[src/rtl/conv_layer_ctrl_pkg.sv]
// Shared types and sizing helpers for the convolution layer sequencer and its engines.
package conv_ctrl_pkg;

  typedef enum logic [2:0] {
    eLOAD    = 3'd0,
    eRUN     = 3'd1,
    eWAIT    = 3'd2,
    eDRAIN   = 3'd3,
    eRELEASE = 3'd4
  } state_e;

  function automatic int frame_words(input int layer_height, input int kernel_width);
    return layer_height * kernel_width;
  endfunction

  function automatic int num_out(input int layer_height, input int kernel_height);
    return layer_height - kernel_height + 1;
  endfunction

  // Width of a counter that must hold 0..max_val; never narrower than one bit.
  function automatic int cnt_w(input int max_val);
    return (max_val < 1) ? 1 : $clog2(max_val + 1);
  endfunction

endpackage

[src/rtl/conv_layer_ctrl_if.sv]
// Upstream sample stream, engine broadcast/collect and downstream result signals.
// Names carry the controller's point of view; master is the controller side.
interface conv_layer_ctrl_if #(
  parameter int NUM_CONV  = 2,
  parameter int NUM_OUT   = 2,
  parameter int WORD_SIZE = 16
);

  logic                                  valid_i;
  logic [WORD_SIZE-1:0]                  data_i;
  logic                                  ready_o;
  logic                                  conv_start_o;
  logic [WORD_SIZE-1:0]                  conv_data_o;
  logic                                  conv_data_valid_o;
  logic [NUM_CONV-1:0]                   conv_valid_i;
  logic [NUM_CONV*NUM_OUT*WORD_SIZE-1:0] conv_data_i;
  logic                                  conv_yumi_o;
  logic                                  valid_o;
  logic [WORD_SIZE-1:0]                  data_o;
  logic                                  last_o;
  logic                                  yumi_i;
  logic                                  error_o;

  modport master (
    input  valid_i, data_i, conv_valid_i, conv_data_i, yumi_i,
    output ready_o, conv_start_o, conv_data_o, conv_data_valid_o,
           conv_yumi_o, valid_o, data_o, last_o, error_o
  );

  modport slave (
    output valid_i, data_i, conv_valid_i, conv_data_i, yumi_i,
    input  ready_o, conv_start_o, conv_data_o, conv_data_valid_o,
           conv_yumi_o, valid_o, data_o, last_o, error_o
  );

endinterface

[src/rtl/conv_layer_ctrl_frame_buffer.sv]
// Frame store: one write port, one combinational read port, cleared by reset.
module frame_buffer #(
  parameter int DEPTH = 8,
  parameter int WIDTH = 16,
  parameter int AW    = 3
) (
  input  logic             clk_i,
  input  logic             reset_i,
  input  logic             we_i,
  input  logic [AW-1:0]    waddr_i,
  input  logic [WIDTH-1:0] wdata_i,
  input  logic [AW-1:0]    raddr_i,
  output logic [WIDTH-1:0] rdata_o
);

  logic [WIDTH-1:0] mem_q [DEPTH];

  always_ff @(posedge clk_i or posedge reset_i) begin
    if (reset_i) begin
      for (int i = 0; i < DEPTH; i++) mem_q[i] <= '0;
    end else if (we_i) begin
      mem_q[waddr_i] <= wdata_i;
    end
  end

  assign rdata_o = mem_q[raddr_i];

endmodule

[src/rtl/conv_layer_ctrl.sv]
// Buffers one input frame, replays it to all conv engines, then drains their results.
//   state    | meaning
//   eLOAD    | accept FRAME_WORDS samples from upstream into the buffer
//   eRUN     | start pulse, then one buffered word per cycle to the engines
//   eWAIT    | wait for every engine done; timeout sets error and releases
//   eDRAIN   | serialize NUM_RESULTS words downstream over valid/yumi
//   eRELEASE | one-cycle release pulse to the engines
module conv_layer_ctrl
  import conv_ctrl_pkg::*;
#(
  parameter int NUM_CONV           = 2,
  parameter int INPUT_LAYER_HEIGHT = 4,
  parameter int KERNEL_HEIGHT      = 3,
  parameter int KERNEL_WIDTH       = 2,
  parameter int WORD_SIZE          = 16,
  parameter int TIMEOUT            = 255
) (
  input  logic              clk_i,
  input  logic              reset_i,
  conv_layer_ctrl_if.master bus
);

  localparam int FRAME_WORDS = frame_words(INPUT_LAYER_HEIGHT, KERNEL_WIDTH);
  localparam int NUM_OUT     = num_out(INPUT_LAYER_HEIGHT, KERNEL_HEIGHT);
  localparam int NUM_RESULTS = NUM_CONV * NUM_OUT;
  localparam int LW          = cnt_w(FRAME_WORDS - 1);
  localparam int RW          = cnt_w(FRAME_WORDS);
  localparam int WW          = cnt_w(TIMEOUT);
  localparam int DW          = cnt_w(NUM_RESULTS - 1);

  state_e         state_q, state_d;
  logic [LW-1:0]  load_cnt_q, load_cnt_d;
  logic [RW-1:0]  run_cnt_q, run_cnt_d;
  logic [WW-1:0]  wait_cnt_q, wait_cnt_d;
  logic [DW-1:0]  res_cnt_q, res_cnt_d;
  logic           error_q, error_d;

  logic           ready;
  logic           conv_start;
  logic           conv_data_valid;
  logic           conv_yumi;
  logic           valid;
  logic           last;
  logic           buf_we;
  logic [LW-1:0]  rd_addr;
  logic [WORD_SIZE-1:0] rd_data;
  logic [WORD_SIZE-1:0] res_words [NUM_RESULTS];

  for (genvar r = 0; r < NUM_RESULTS; r++) begin : g_res
    assign res_words[r] = bus.conv_data_i[r*WORD_SIZE +: WORD_SIZE];
  end

  // Run cycle k (k >= 1) presents buffer word k-1.
  assign rd_addr = LW'(run_cnt_q - RW'(1));

  frame_buffer #(
    .DEPTH (FRAME_WORDS),
    .WIDTH (WORD_SIZE),
    .AW    (LW)
  ) u_frame_buffer (
    .clk_i   (clk_i),
    .reset_i (reset_i),
    .we_i    (buf_we),
    .waddr_i (load_cnt_q),
    .wdata_i (bus.data_i),
    .raddr_i (rd_addr),
    .rdata_o (rd_data)
  );

  always_ff @(posedge clk_i or posedge reset_i) begin
    if (reset_i) begin
      state_q    <= eLOAD;
      load_cnt_q <= '0;
      run_cnt_q  <= '0;
      wait_cnt_q <= '0;
      res_cnt_q  <= '0;
      error_q    <= 1'b0;
    end else begin
      state_q    <= state_d;
      load_cnt_q <= load_cnt_d;
      run_cnt_q  <= run_cnt_d;
      wait_cnt_q <= wait_cnt_d;
      res_cnt_q  <= res_cnt_d;
      error_q    <= error_d;
    end
  end

  always_comb begin
    state_d         = state_q;
    load_cnt_d      = load_cnt_q;
    run_cnt_d       = run_cnt_q;
    wait_cnt_d      = wait_cnt_q;
    res_cnt_d       = res_cnt_q;
    error_d         = error_q;
    ready           = 1'b0;
    conv_start      = 1'b0;
    conv_data_valid = 1'b0;
    conv_yumi       = 1'b0;
    valid           = 1'b0;
    last            = 1'b0;
    buf_we          = 1'b0;

    case (state_q)
      eLOAD: begin
        ready = 1'b1;
        if (bus.valid_i) begin
          buf_we = 1'b1;
          if (load_cnt_q == LW'(FRAME_WORDS - 1)) begin
            load_cnt_d = '0;
            state_d    = eRUN;
          end else begin
            load_cnt_d = load_cnt_q + LW'(1);
          end
        end
      end

      eRUN: begin
        if (run_cnt_q == '0) conv_start = 1'b1;
        else                 conv_data_valid = 1'b1;
        if (run_cnt_q == RW'(FRAME_WORDS)) begin
          run_cnt_d  = '0;
          wait_cnt_d = '0;
          state_d    = eWAIT;
        end else begin
          run_cnt_d = run_cnt_q + RW'(1);
        end
      end

      eWAIT: begin
        if (&bus.conv_valid_i) begin
          wait_cnt_d = '0;
          res_cnt_d  = '0;
          state_d    = eDRAIN;
        end else if (wait_cnt_q == WW'(TIMEOUT - 1)) begin
          // The TIMEOUT-th idle cycle: give up on this frame and free the engines.
          error_d    = 1'b1;
          conv_yumi  = 1'b1;
          wait_cnt_d = '0;
          state_d    = eLOAD;
        end else begin
          wait_cnt_d = wait_cnt_q + WW'(1);
        end
      end

      eDRAIN: begin
        valid = 1'b1;
        last  = (res_cnt_q == DW'(NUM_RESULTS - 1));
        if (bus.yumi_i) begin
          if (last) begin
            res_cnt_d = '0;
            state_d   = eRELEASE;
          end else begin
            res_cnt_d = res_cnt_q + DW'(1);
          end
        end
      end

      eRELEASE: begin
        conv_yumi = 1'b1;
        state_d   = eLOAD;
      end

      default: state_d = eLOAD;
    endcase
  end

  assign bus.ready_o           = ready;
  assign bus.conv_start_o      = conv_start;
  assign bus.conv_data_valid_o = conv_data_valid;
  assign bus.conv_data_o       = conv_data_valid ? rd_data : '0;
  assign bus.conv_yumi_o       = conv_yumi;
  assign bus.valid_o           = valid;
  assign bus.last_o            = last;
  assign bus.data_o            = valid ? res_words[res_cnt_q] : '0;
  assign bus.error_o           = error_q;

endmodule
[src/flat_wrapper.sv]
// flat-port wrapper written by rule: the top's interface ports become plain ports
module conv_layer_ctrl_flat import conv_ctrl_pkg::*;
#(
  parameter int NUM_CONV           = 2,
  parameter int INPUT_LAYER_HEIGHT = 4,
  parameter int KERNEL_HEIGHT      = 3,
  parameter int KERNEL_WIDTH       = 2,
  parameter int WORD_SIZE          = 16,
  parameter int TIMEOUT            = 255
)
  (clk_i, reset_i, bus_valid_i, bus_data_i, bus_conv_valid_i, bus_conv_data_i, bus_yumi_i, bus_ready_o, bus_conv_start_o, bus_conv_data_o, bus_conv_data_valid_o, bus_conv_yumi_o, bus_valid_o, bus_data_o, bus_last_o, bus_error_o);
  conv_layer_ctrl_if #(.NUM_CONV(NUM_CONV), .WORD_SIZE(WORD_SIZE)) bus_i ();
  input  logic clk_i;
  input  logic reset_i;
  input wire logic [$bits(bus_i.valid_i)-1:0] bus_valid_i;
  input wire logic [$bits(bus_i.data_i)-1:0] bus_data_i;
  input wire logic [$bits(bus_i.conv_valid_i)-1:0] bus_conv_valid_i;
  input wire logic [$bits(bus_i.conv_data_i)-1:0] bus_conv_data_i;
  input wire logic [$bits(bus_i.yumi_i)-1:0] bus_yumi_i;
  output wire logic [$bits(bus_i.ready_o)-1:0] bus_ready_o;
  output wire logic [$bits(bus_i.conv_start_o)-1:0] bus_conv_start_o;
  output wire logic [$bits(bus_i.conv_data_o)-1:0] bus_conv_data_o;
  output wire logic [$bits(bus_i.conv_data_valid_o)-1:0] bus_conv_data_valid_o;
  output wire logic [$bits(bus_i.conv_yumi_o)-1:0] bus_conv_yumi_o;
  output wire logic [$bits(bus_i.valid_o)-1:0] bus_valid_o;
  output wire logic [$bits(bus_i.data_o)-1:0] bus_data_o;
  output wire logic [$bits(bus_i.last_o)-1:0] bus_last_o;
  output wire logic [$bits(bus_i.error_o)-1:0] bus_error_o;
  assign bus_i.valid_i = bus_valid_i;
  assign bus_i.data_i = bus_data_i;
  assign bus_i.conv_valid_i = bus_conv_valid_i;
  assign bus_i.conv_data_i = bus_conv_data_i;
  assign bus_i.yumi_i = bus_yumi_i;
  assign bus_ready_o = bus_i.ready_o;
  assign bus_conv_start_o = bus_i.conv_start_o;
  assign bus_conv_data_o = bus_i.conv_data_o;
  assign bus_conv_data_valid_o = bus_i.conv_data_valid_o;
  assign bus_conv_yumi_o = bus_i.conv_yumi_o;
  assign bus_valid_o = bus_i.valid_o;
  assign bus_data_o = bus_i.data_o;
  assign bus_last_o = bus_i.last_o;
  assign bus_error_o = bus_i.error_o;
  conv_layer_ctrl #(.NUM_CONV(NUM_CONV), .INPUT_LAYER_HEIGHT(INPUT_LAYER_HEIGHT), .KERNEL_HEIGHT(KERNEL_HEIGHT), .KERNEL_WIDTH(KERNEL_WIDTH), .WORD_SIZE(WORD_SIZE), .TIMEOUT(TIMEOUT)) u_core (.clk_i(clk_i), .reset_i(reset_i), .bus(bus_i));
endmodule
[config.mk]
export PLATFORM = sky130hd
export DESIGN_NAME = conv_layer_ctrl_flat
export DESIGN_NICKNAME = d
export VERILOG_FILES = /design/src/rtl/conv_layer_ctrl_pkg.sv /design/src/rtl/conv_layer_ctrl_if.sv /design/src/rtl/conv_layer_ctrl_frame_buffer.sv /design/src/rtl/conv_layer_ctrl.sv /design/src/flat_wrapper.sv
export SDC_FILE = /design/constraint.sdc
export NUM_CORES = 1
export LEC_CHECK = 0
export CORE_MARGIN = 1
export CORE_UTILIZATION = 37
export CTS_BUF_LIST = sky130_fd_sc_hd__clkbuf_8
export CTS_CLUSTER_DIAMETER = 30
export DETAILED_ROUTE_END_ITERATION = 12
export PLACE_DENSITY = 0.68
export SYNTH_ARGS = -nofsm -noshare
export SYNTH_HDL_FRONTEND = slang
export SYNTH_SLANG_ARGS = --single-unit
[constraint.sdc]
create_clock -name clk_i -period 7.4 [get_ports clk_i]
set_clock_uncertainty 0.2 [all_clocks]
set_input_delay 2.22 -clock clk_i [delete_from_list [all_inputs] [get_ports clk_i]]
set_output_delay 2.22 -clock clk_i [all_outputs]
set_load 0.005 [all_outputs]
==> results of run 1 <==
[power breakdown]
part	leakage [nW]	total [mW]	internal (mW)	switching (mW)
clock	0.218	0.698	0.384	0.314
sequential	1.86	1.45	1.19	0.261
combinational	1.78	1.71	1.00	0.710
total	3.85	3.86	2.58	1.28
[routing by layer]
layer  wire length (um)  vias up  share of wire (%)  track usage, %
met1               7529     2559                 41           21.03
met3               1014       19                5.6           4.465
met4                268        0                1.5           5.935
li1                   -     2198                  -               -
met5                  0        -                  0               0
met2               9398      131                 52           33.24
[layout by cell type (no fill, tap or decap), types with 2 or more instances in the layout]
| cell | count |
|---|---|
| sky130_fd_sc_hd__clkbuf_8 | 19 |
| sky130_fd_sc_hd__or2_2 | 2 |
| sky130_fd_sc_hd__a32o_1 | 2 |
| sky130_fd_sc_hd__nor3_1 | 7 |
| sky130_fd_sc_hd__nand3_1 | 9 |
| sky130_fd_sc_hd__xnor2_1 | 3 |
| sky130_fd_sc_hd__clkinvlp_4 | 2 |
| sky130_fd_sc_hd__mux4_2 | 48 |
| sky130_fd_sc_hd__clkinv_2 | 3 |
| sky130_fd_sc_hd__nor3b_4 | 2 |
| sky130_fd_sc_hd__clkdlybuf4s50_1 | 124 |
| sky130_fd_sc_hd__a211o_1 | 2 |
| sky130_fd_sc_hd__buf_4 | 5 |
| sky130_fd_sc_hd__ha_1 | 7 |
| sky130_fd_sc_hd__inv_1 | 6 |
| sky130_fd_sc_hd__inv_6 | 3 |
| sky130_fd_sc_hd__nor2b_1 | 16 |
| sky130_fd_sc_hd__a21oi_1 | 21 |
| sky130_fd_sc_hd__mux2_2 | 129 |
| sky130_fd_sc_hd__nand3b_1 | 3 |
| sky130_fd_sc_hd__and3_1 | 3 |
| sky130_fd_sc_hd__nor2_1 | 7 |
| sky130_fd_sc_hd__a21o_1 | 2 |
| sky130_fd_sc_hd__dfrtp_1 | 148 |
| sky130_fd_sc_hd__nand2_1 | 50 |
| sky130_fd_sc_hd__bufinv_16 | 4 |
| sky130_fd_sc_hd__nor4b_1 | 2 |
| sky130_fd_sc_hd__o21ai_0 | 11 |
[cell type report]
class / instances / area, um^2
clock buffer: 19 / 261.5
clock inverter: 12 / 176.4
multi-input combinational: 346 / 3533
sequential: 149 / 3730
tap: 265 / 331.6
timing repair buffer: 130 / 1299
inverter: 7 / 31.28
fill: 1733 / 10230
[cells by family (layout without fill, tap and decap cells)]
family,Yosys count,in the layout,synth area share [%]
and+or+nand+nor,113,113,8.093
DFF,149,149,50.13
buffers and inverters,38,168,2.456
AOI/OAI and AO/OA,44,44,3.483
adders and majority gates,7,7,1.178
xor gates and xnor gates,5,5,0.5889
muxes,177,177,34.07
[registers in the layout, summed over array words and instances (netlist names)]
register / flops
u_core.res_cnt_q: 2
u_core.load_cnt_q: 3
u_core.state_q: 3
u_core.wait_cnt_q: 8
u_core.run_cnt_q: 4
u_core.u_frame_buffer.mem_q: 128
u_core.bus.error_o: 1
[worst reg2reg max path, stage by stage (launching register included)]
cell and delay (ns):
sky130_fd_sc_hd__dfrtp_1 0.44, sky130_fd_sc_hd__or4b_1 0.65, sky130_fd_sc_hd__or2_1 0.38, sky130_fd_sc_hd__nor3b_4 0.97, sky130_fd_sc_hd__mux2_2 0.43
[through the flow]
| stage | total power [mW] | std cells |
|---|---|---|
| after global placement | 3.104 | 897 |
| after detailed placement | 3.195 | 897 |
| after CTS | 3.896 | 928 |
| after floorplan | 2.624 | 533 |
| final | 3.864 | 928 |
| after global routing | 4.107 | 928 |
[how the worst min path moves through the flow]
| stage | start | endpoint | slack (ns) | cells after the start |
|---|---|---|---|---|
| after global placement | u_core.bus.error_o | u_core.bus.error_o | 0.26 | 1 |
| after CTS | u_core.bus.error_o | u_core.bus.error_o | 0.27 | 1 |
| after floorplan | u_core.bus.error_o | u_core.bus.error_o | 0.26 | 1 |
| final | u_core.bus.error_o | u_core.bus.error_o | 0.27 | 1 |
| after detailed placement | u_core.bus.error_o | u_core.bus.error_o | 0.26 | 1 |
| after global routing | u_core.bus.error_o | u_core.bus.error_o | 0.31 | 1 |
==> summary.md, run 1 <==
| Metric | Value |
|---|---|
| Worst setup margin | 1.221 ns |
| WP data required | 4.98 ns |
| Number of different library cells in the post-synthesis netlist | 46 |
| Count of flip-flops with a built-in enable after synthesis | 0 |
| Standby leakage power | 3.852 nW |
| Outcome | complete, no violations |
| Sequence of cells on the critical path | clkdlybuf4s50_1 > nand2_1 > nand2_1 > nor3_1 > a21o_1 > clkdlybuf4s50_1 |
| Number of global-route vias before repair | 5196 |
| Sum of overflow across all layers after global routing | 0 |
| Buffers inserted during post-CTS setup optimization | 0 |
| Horizontal die dimension | 143.8 um |
| Number of max-cap violations | 0 |
| Longest Clk Path Bufs | 2 |
| Kind of launch point of the worst setup path | input pin |
| Leading cell type by number of instances after synthesis | sky130_fd_sc_hd__dfrtp_1 |
| CP Class | input pin to primary output |
| Starting density of the core | 37.96% |
| Hold Vio Cnt, Final | 0 |
| Gpl congestion | 0.7516 |
| Worst hold-check slack | 0.2706 ns |
| Average wire length per cell after detail routing | 19.63 um |
| Number of input and output port buffers inserted | 124 |
| Final Instance Area | 9363 um^2 |
| Clock tree from TritonCTS | built |
| Crit path buf inv count | 2 |
| Tmin final | 6.179 ns |
| Classification of the worst-slack hold path | register to register |
| # rows | 51 |
| Half-perimeter wire length after detailed placement | 12020 um |
| Number of design rule violations left after detail routing | 0 |
| Number of synthesized register bits | 149 |
| Growth of design area from synthesis to finish | 25.89% |
| Crit-path max cell delay | 0.50 ns |
| Synth top area share | 50.13% |
| Most frequent cells after synthesis | sky130_fd_sc_hd__dfrtp_1, sky130_fd_sc_hd__mux2_2, sky130_fd_sc_hd__nand2_1 |
| Clock buffers created by TritonCTS | 17 |
| Reg2Reg Setup Slack | 4.21 ns |
| Clock sinks | 149 |
| Clock root buffer | sky130_fd_sc_hd__clkbuf_8 |
| Worst setup path start | bus_conv_valid_i[0] |
| Diode insertion count for antenna repair | 0 |
| Vias | 4907 |
| Number of nets in the finished design | 744 |
| Detailed-routing iteration count for the pre-antenna-repair pass | 4 |
| Final cycle utilization of the critical path | 83.50% |
| Cell count along the critical path | 6 |
| Cell area after placement | 8925 um^2 |
| Critical path's top delay family | buffers and inverters |
| Vias/cell | 5.288 |
| Element type at the critical path end | primary output |
| Max Slew Vio Count | 0 |
| Initial detailed-routing violation count | 199 |
| Number of top-level pins | 125 |
| Sum of negative setup slack | 0 ns |
| Worst rel slew slack | 21.66% |
| Synth area leaders | sky130_fd_sc_hd__dfrtp_1, sky130_fd_sc_hd__mux2_2, sky130_fd_sc_hd__mux4_2, sky130_fd_sc_hd__nand2_1, sky130_fd_sc_hd__a21oi_1 |
| FFs w/ async S/R, synth | 100.0% |
| Max Clock Freq | 161.8 MHz |
| Post-CTS Hold Buffers | 0 |
| Syn avg cell area | 13.95 um^2 |
| Number of nets with antenna violations after routing | 0 |
| Antenna violations before repair | 0 |
| Logic depth of the worst register-to-register path | 4 |
| Post-placement setup slack | 1.220 ns |
| Final setup fails | 0 |
| Maximum number of pins on one net before global-route repair | 97 |
| Post-cts sizing count | 0 |
| Die Y-Extent | 143.8 um |
| Power density cells | 412.7 nW/um^2 |
| Final standard cell utilization of the core | 47.79% |
| Area leader, netlist | sky130_fd_sc_hd__dfrtp_1 |
| All-Layer GR Usage | 18.31% |
| DIE AREA | 20670 um^2 |
| Sequential cell area fraction in the yosys report | 50.13% |
| Total of warnings raised by yosys | 0 |
| Startpoint of the worst register-to-register path | u_core.state_q[0] |
| Ys flop type | sky130_fd_sc_hd__dfrtp_1 |
| Post-synthesis instance area | 7437 um^2 |
| Reg-to-Reg End | u_core.u_frame_buffer.mem_q[87] |
| Core box area | 19590 um^2 |
| Termination of the worst setup path | bus_conv_yumi_o |
| Total wirelength of the detailed-routed design | 18210 um |
| Crit path DAT | 3.76 ns |
| Fraction of final layout cells with drive strength greater than 1 | 34.24% |
| Global-route wire length before repair | 28130 um |
| Maximum resistive drop on vdd | 0.2193 mV |
| Deepest level of the CTS H-tree | 4 |
| Later-pin clock latency in the skew report | 0.46 ns |
| Setup repair after global routing missed its margin | no |
| Max stage delay cell, worst path | sky130_fd_sc_hd__clkdlybuf4s50_1 |
| Clock-pin slew on the worst setup and hold paths | 0.08 ns |
| Cells after Synth | 533 |
| Crit path max fanout | 7 |
| Post-Synthesis Net Count | 626 |
| Slew at the pin closest to its max-slew limit | 1.172 ns |
Note: power is estimated with default switching activity, not from simulation.
==> run 2, diff against run 1 <==
Clock period 7.4 ns to 6.45 ns, I/O delays scaled along.
==> run 2 against run 1 <==
Effect of this change:
- register-to-register slack lost 0.80 ns
- total power grew 12%
- sequential power grew 14%
- worst setup slack lost 0.39 ns
- clock power grew 5.7%
- via count grew 0.33%
- largest cell class unchanged
- largest power group unchanged
==> summary.md, run 2 (synthesized netlist as in run 1, its figures left out) <==
| Metric | Value |
|---|---|
| Standby leakage power | 3.850 nW (was 3.852 nW) |
| Power density cells | 463.9 nW/um^2 (was 412.7 nW/um^2) |
| CP Class | input pin to primary output (unchanged) |
| Clock sinks | 149 (unchanged) |
| Registers with the most flip-flops | u_core.u_frame_buffer.mem_q: 128 flops, u_core.wait_cnt_q: 8 flops, u_core.run_cnt_q: 4 flops (unchanged) |
| Worst setup path start | bus_conv_data_i[53] (was bus_conv_valid_i[0]) |
| Number of top-level pins | 125 (unchanged) |
| Die Y-Extent | 143.8 um (unchanged) |
| Outcome | complete, no violations (unchanged) |
| # rows | 51 (unchanged) |
| Commonest non-fill, non-tap cells in the layout | sky130_fd_sc_hd__dfrtp_1, sky130_fd_sc_hd__mux2_2, sky130_fd_sc_hd__clkdlybuf4s50_1 (unchanged) |
| Post-CTS Hold Buffers | 0 (unchanged) |
| Worst hold-check slack | 0.2823 ns (was 0.2706 ns) |
| Most common cell after layout, fill and taps aside | sky130_fd_sc_hd__dfrtp_1 (unchanged) |
| Worst rel slew slack | 27.95% (was 21.66%) |
| Number of design rule violations left after detail routing | 0 (unchanged) |
| Gpl congestion | 0.7220 (was 0.7516) |
| Startpoint of the worst register-to-register path | u_core.state_q[0] (unchanged) |
| Core box area | 19590 um^2 (unchanged) |
| Crit path DAT | 3.48 ns (was 3.76 ns) |
| Maximum resistive drop on vdd | 0.1855 mV (was 0.2193 mV) |
| Detailed-routing iteration count for the pre-antenna-repair pass | 4 (unchanged) |
| Total wirelength of the detailed-routed design | 17710 um (was 18210 um) |
| All-Layer GR Usage | 18.13% (was 18.31%) |
| Max Clock Freq | 178.0 MHz |
| Growth of design area from synthesis to finish | 25.57% (was 25.89%) |
| Half-perimeter wire length after detailed placement | 11660 um (was 12020 um) |
| Number of nets with antenna violations after routing | 0 (unchanged) |
| Fraction of final layout cells with drive strength greater than 1 | 34.33% (was 34.24%) |
| Start point of the worst min-delay path | u_core.bus.error_o (unchanged) |
| Number of nets in the finished design | 747 (was 744) |
| Initial detailed-routing violation count | 206 (was 199) |
| Setup repair after global routing missed its margin | no (unchanged) |
| Horizontal die dimension | 143.8 um (unchanged) |
| Register with the highest flop count | u_core.u_frame_buffer.mem_q (unchanged) |
| Starting density of the core | 37.96% (unchanged) |
| Max Slew Vio Count | 0 (unchanged) |
| Number of global-route vias before repair | 5338 (was 5196) |
| Number of input and output port buffers inserted | 124 (unchanged) |
| Clock root buffer | sky130_fd_sc_hd__clkbuf_8 (unchanged) |
| Number of max-cap violations | 0 (unchanged) |
| Post-cts sizing count | 0 (unchanged) |
| DIE AREA | 20670 um^2 (unchanged) |
| WP data required | 4.32 ns (was 4.98 ns) |
| Final cycle utilization of the critical path | 87.11% |
| Clock buffers created by TritonCTS | 17 (unchanged) |
| Buffers inserted during post-CTS setup optimization | 0 (unchanged) |
| Sum of overflow across all layers after global routing | 0 (unchanged) |
| Number of flip-flops in the largest register | 128 (unchanged) |
| Element type at the critical path end | primary output (unchanged) |
| Clock-pin slew on the worst setup and hold paths | 0.08 ns (about the same) |
| Later-pin clock latency in the skew report | 0.45 ns (was 0.46 ns) |
| Longest Clk Path Bufs | 2 (unchanged) |
| Classification of the worst-slack hold path | register to register (unchanged) |
| Average wire length per cell after detail routing | 19.00 um (was 19.63 um) |
| Final setup fails | 0 (unchanged) |
| Vias/cell | 5.282 (was 5.288) |
| Clock tree from TritonCTS | built (unchanged) |
| Antenna violations before repair | 0 (unchanged) |
| Sum of negative setup slack | 0 ns (unchanged) |
| Maximum number of pins on one net before global-route repair | 120 (was 97) |
| Vias | 4923 (was 4907) |
| Hold Vio Cnt, Final | 0 (unchanged) |
| Tmin final | 5.618 ns |
| Slew at the pin closest to its max-slew limit | 1.078 ns (was 1.172 ns) |
| Diode insertion count for antenna repair | 0 (unchanged) |
| Crit path max fanout | 1 (was 7) |
| Deepest level of the CTS H-tree | 4 (unchanged) |
| Global-route wire length before repair | 27860 um (was 28130 um) |
| Kind of launch point of the worst setup path | input pin (unchanged) |
run 2: cell count changes in the layout (fill, tap and decap cells not counted):
| cell | previous run | this run |
|---|---|---|
| sky130_fd_sc_hd__buf_12 | 1 | 0 |
| sky130_fd_sc_hd__clkinv_2 | 3 | 2 |
| sky130_fd_sc_hd__buf_4 | 5 | 9 |
| sky130_fd_sc_hd__clkbuf_8 | 19 | 21 |
| sky130_fd_sc_hd__xor2_1 | 1 | 2 |
| sky130_fd_sc_hd__bufinv_16 | 4 | 2 |
| sky130_fd_sc_hd__inv_1 | 6 | 7 |
| sky130_fd_sc_hd__xor2_2 | 1 | 0 |
| sky130_fd_sc_hd__clkinvlp_4 | 2 | 3 |
run 2: cell type report:
class	count	area, um^2
multi-input combinational	346	3526
fill	1738	10250
clock buffer	21	289.0
timing repair buffer	133	1309
tap	265	331.6
clock inverter	11	122.6
sequential	149	3730
inverter	7	31.28
run 2: worst max-delay path, cell delays in order:
cell	delay, ns
sky130_fd_sc_hd__clkdlybuf4s50_1	0.45
sky130_fd_sc_hd__mux4_2	0.48
sky130_fd_sc_hd__nor2b_1	0.14
sky130_fd_sc_hd__clkdlybuf4s50_1	0.48
run 2: worst paths after layout:
check	to	slack [ns]	depth (start not counted)
worst max-delay path	bus_data_o[5]	0.83	4
worst min-delay path	u_core.bus.error_o	0.28	1
worst max register to register	u_core.u_frame_buffer.mem_q[116]	3.41	4
worst min register to register	u_core.bus.error_o	0.28	1
max in group asynchronous	u_core.u_frame_buffer.mem_q[7]	3.09	3
min in group asynchronous	u_core.u_frame_buffer.mem_q[127]	1.91	2
run 2: report_power, final:
| part | internal [mW] | switching, mW |
|---|---|---|
| registers | 1.37 | 0.293 |
| clock network | 0.385 | 0.353 |
| logic | 1.13 | 0.804 |
run 2: layer usage:
layer | wire (um) | up-vias | GRT usage, %
met5 | 0 | - | 0
met4 | 195 | 0 | 5.655
met3 | 1143 | 18 | 4.232
met2 | 9221 | 154 | 33.21
met1 | 7148 | 2536 | 20.77
li1 | - | 2215 | -
run 2: stage by stage:
stage	setup WS, ns	std cells	total power [mW]	cell area [um^2]	util [%]
6_report	0.8316	932	4.333	9339	47.67
5_1_grt	0.7225	932	4.631	9339	47.67
4_1_cts	0.8065	932	4.393	9339	47.67
3_5_place_dp	0.8044	900	3.640	8927	45.57
3_3_place_gp	0.8333	900	3.534	8927	45.57
2_1_floorplan	0.3070	533	3.010	7437	-
==> run 3, diff against run 2 <==
Settings changed: HOLD_SLACK_MARGIN set to 0.1.
==> results of run 3 <==
Final layout, timing and power as in run 2 (identical DEF).
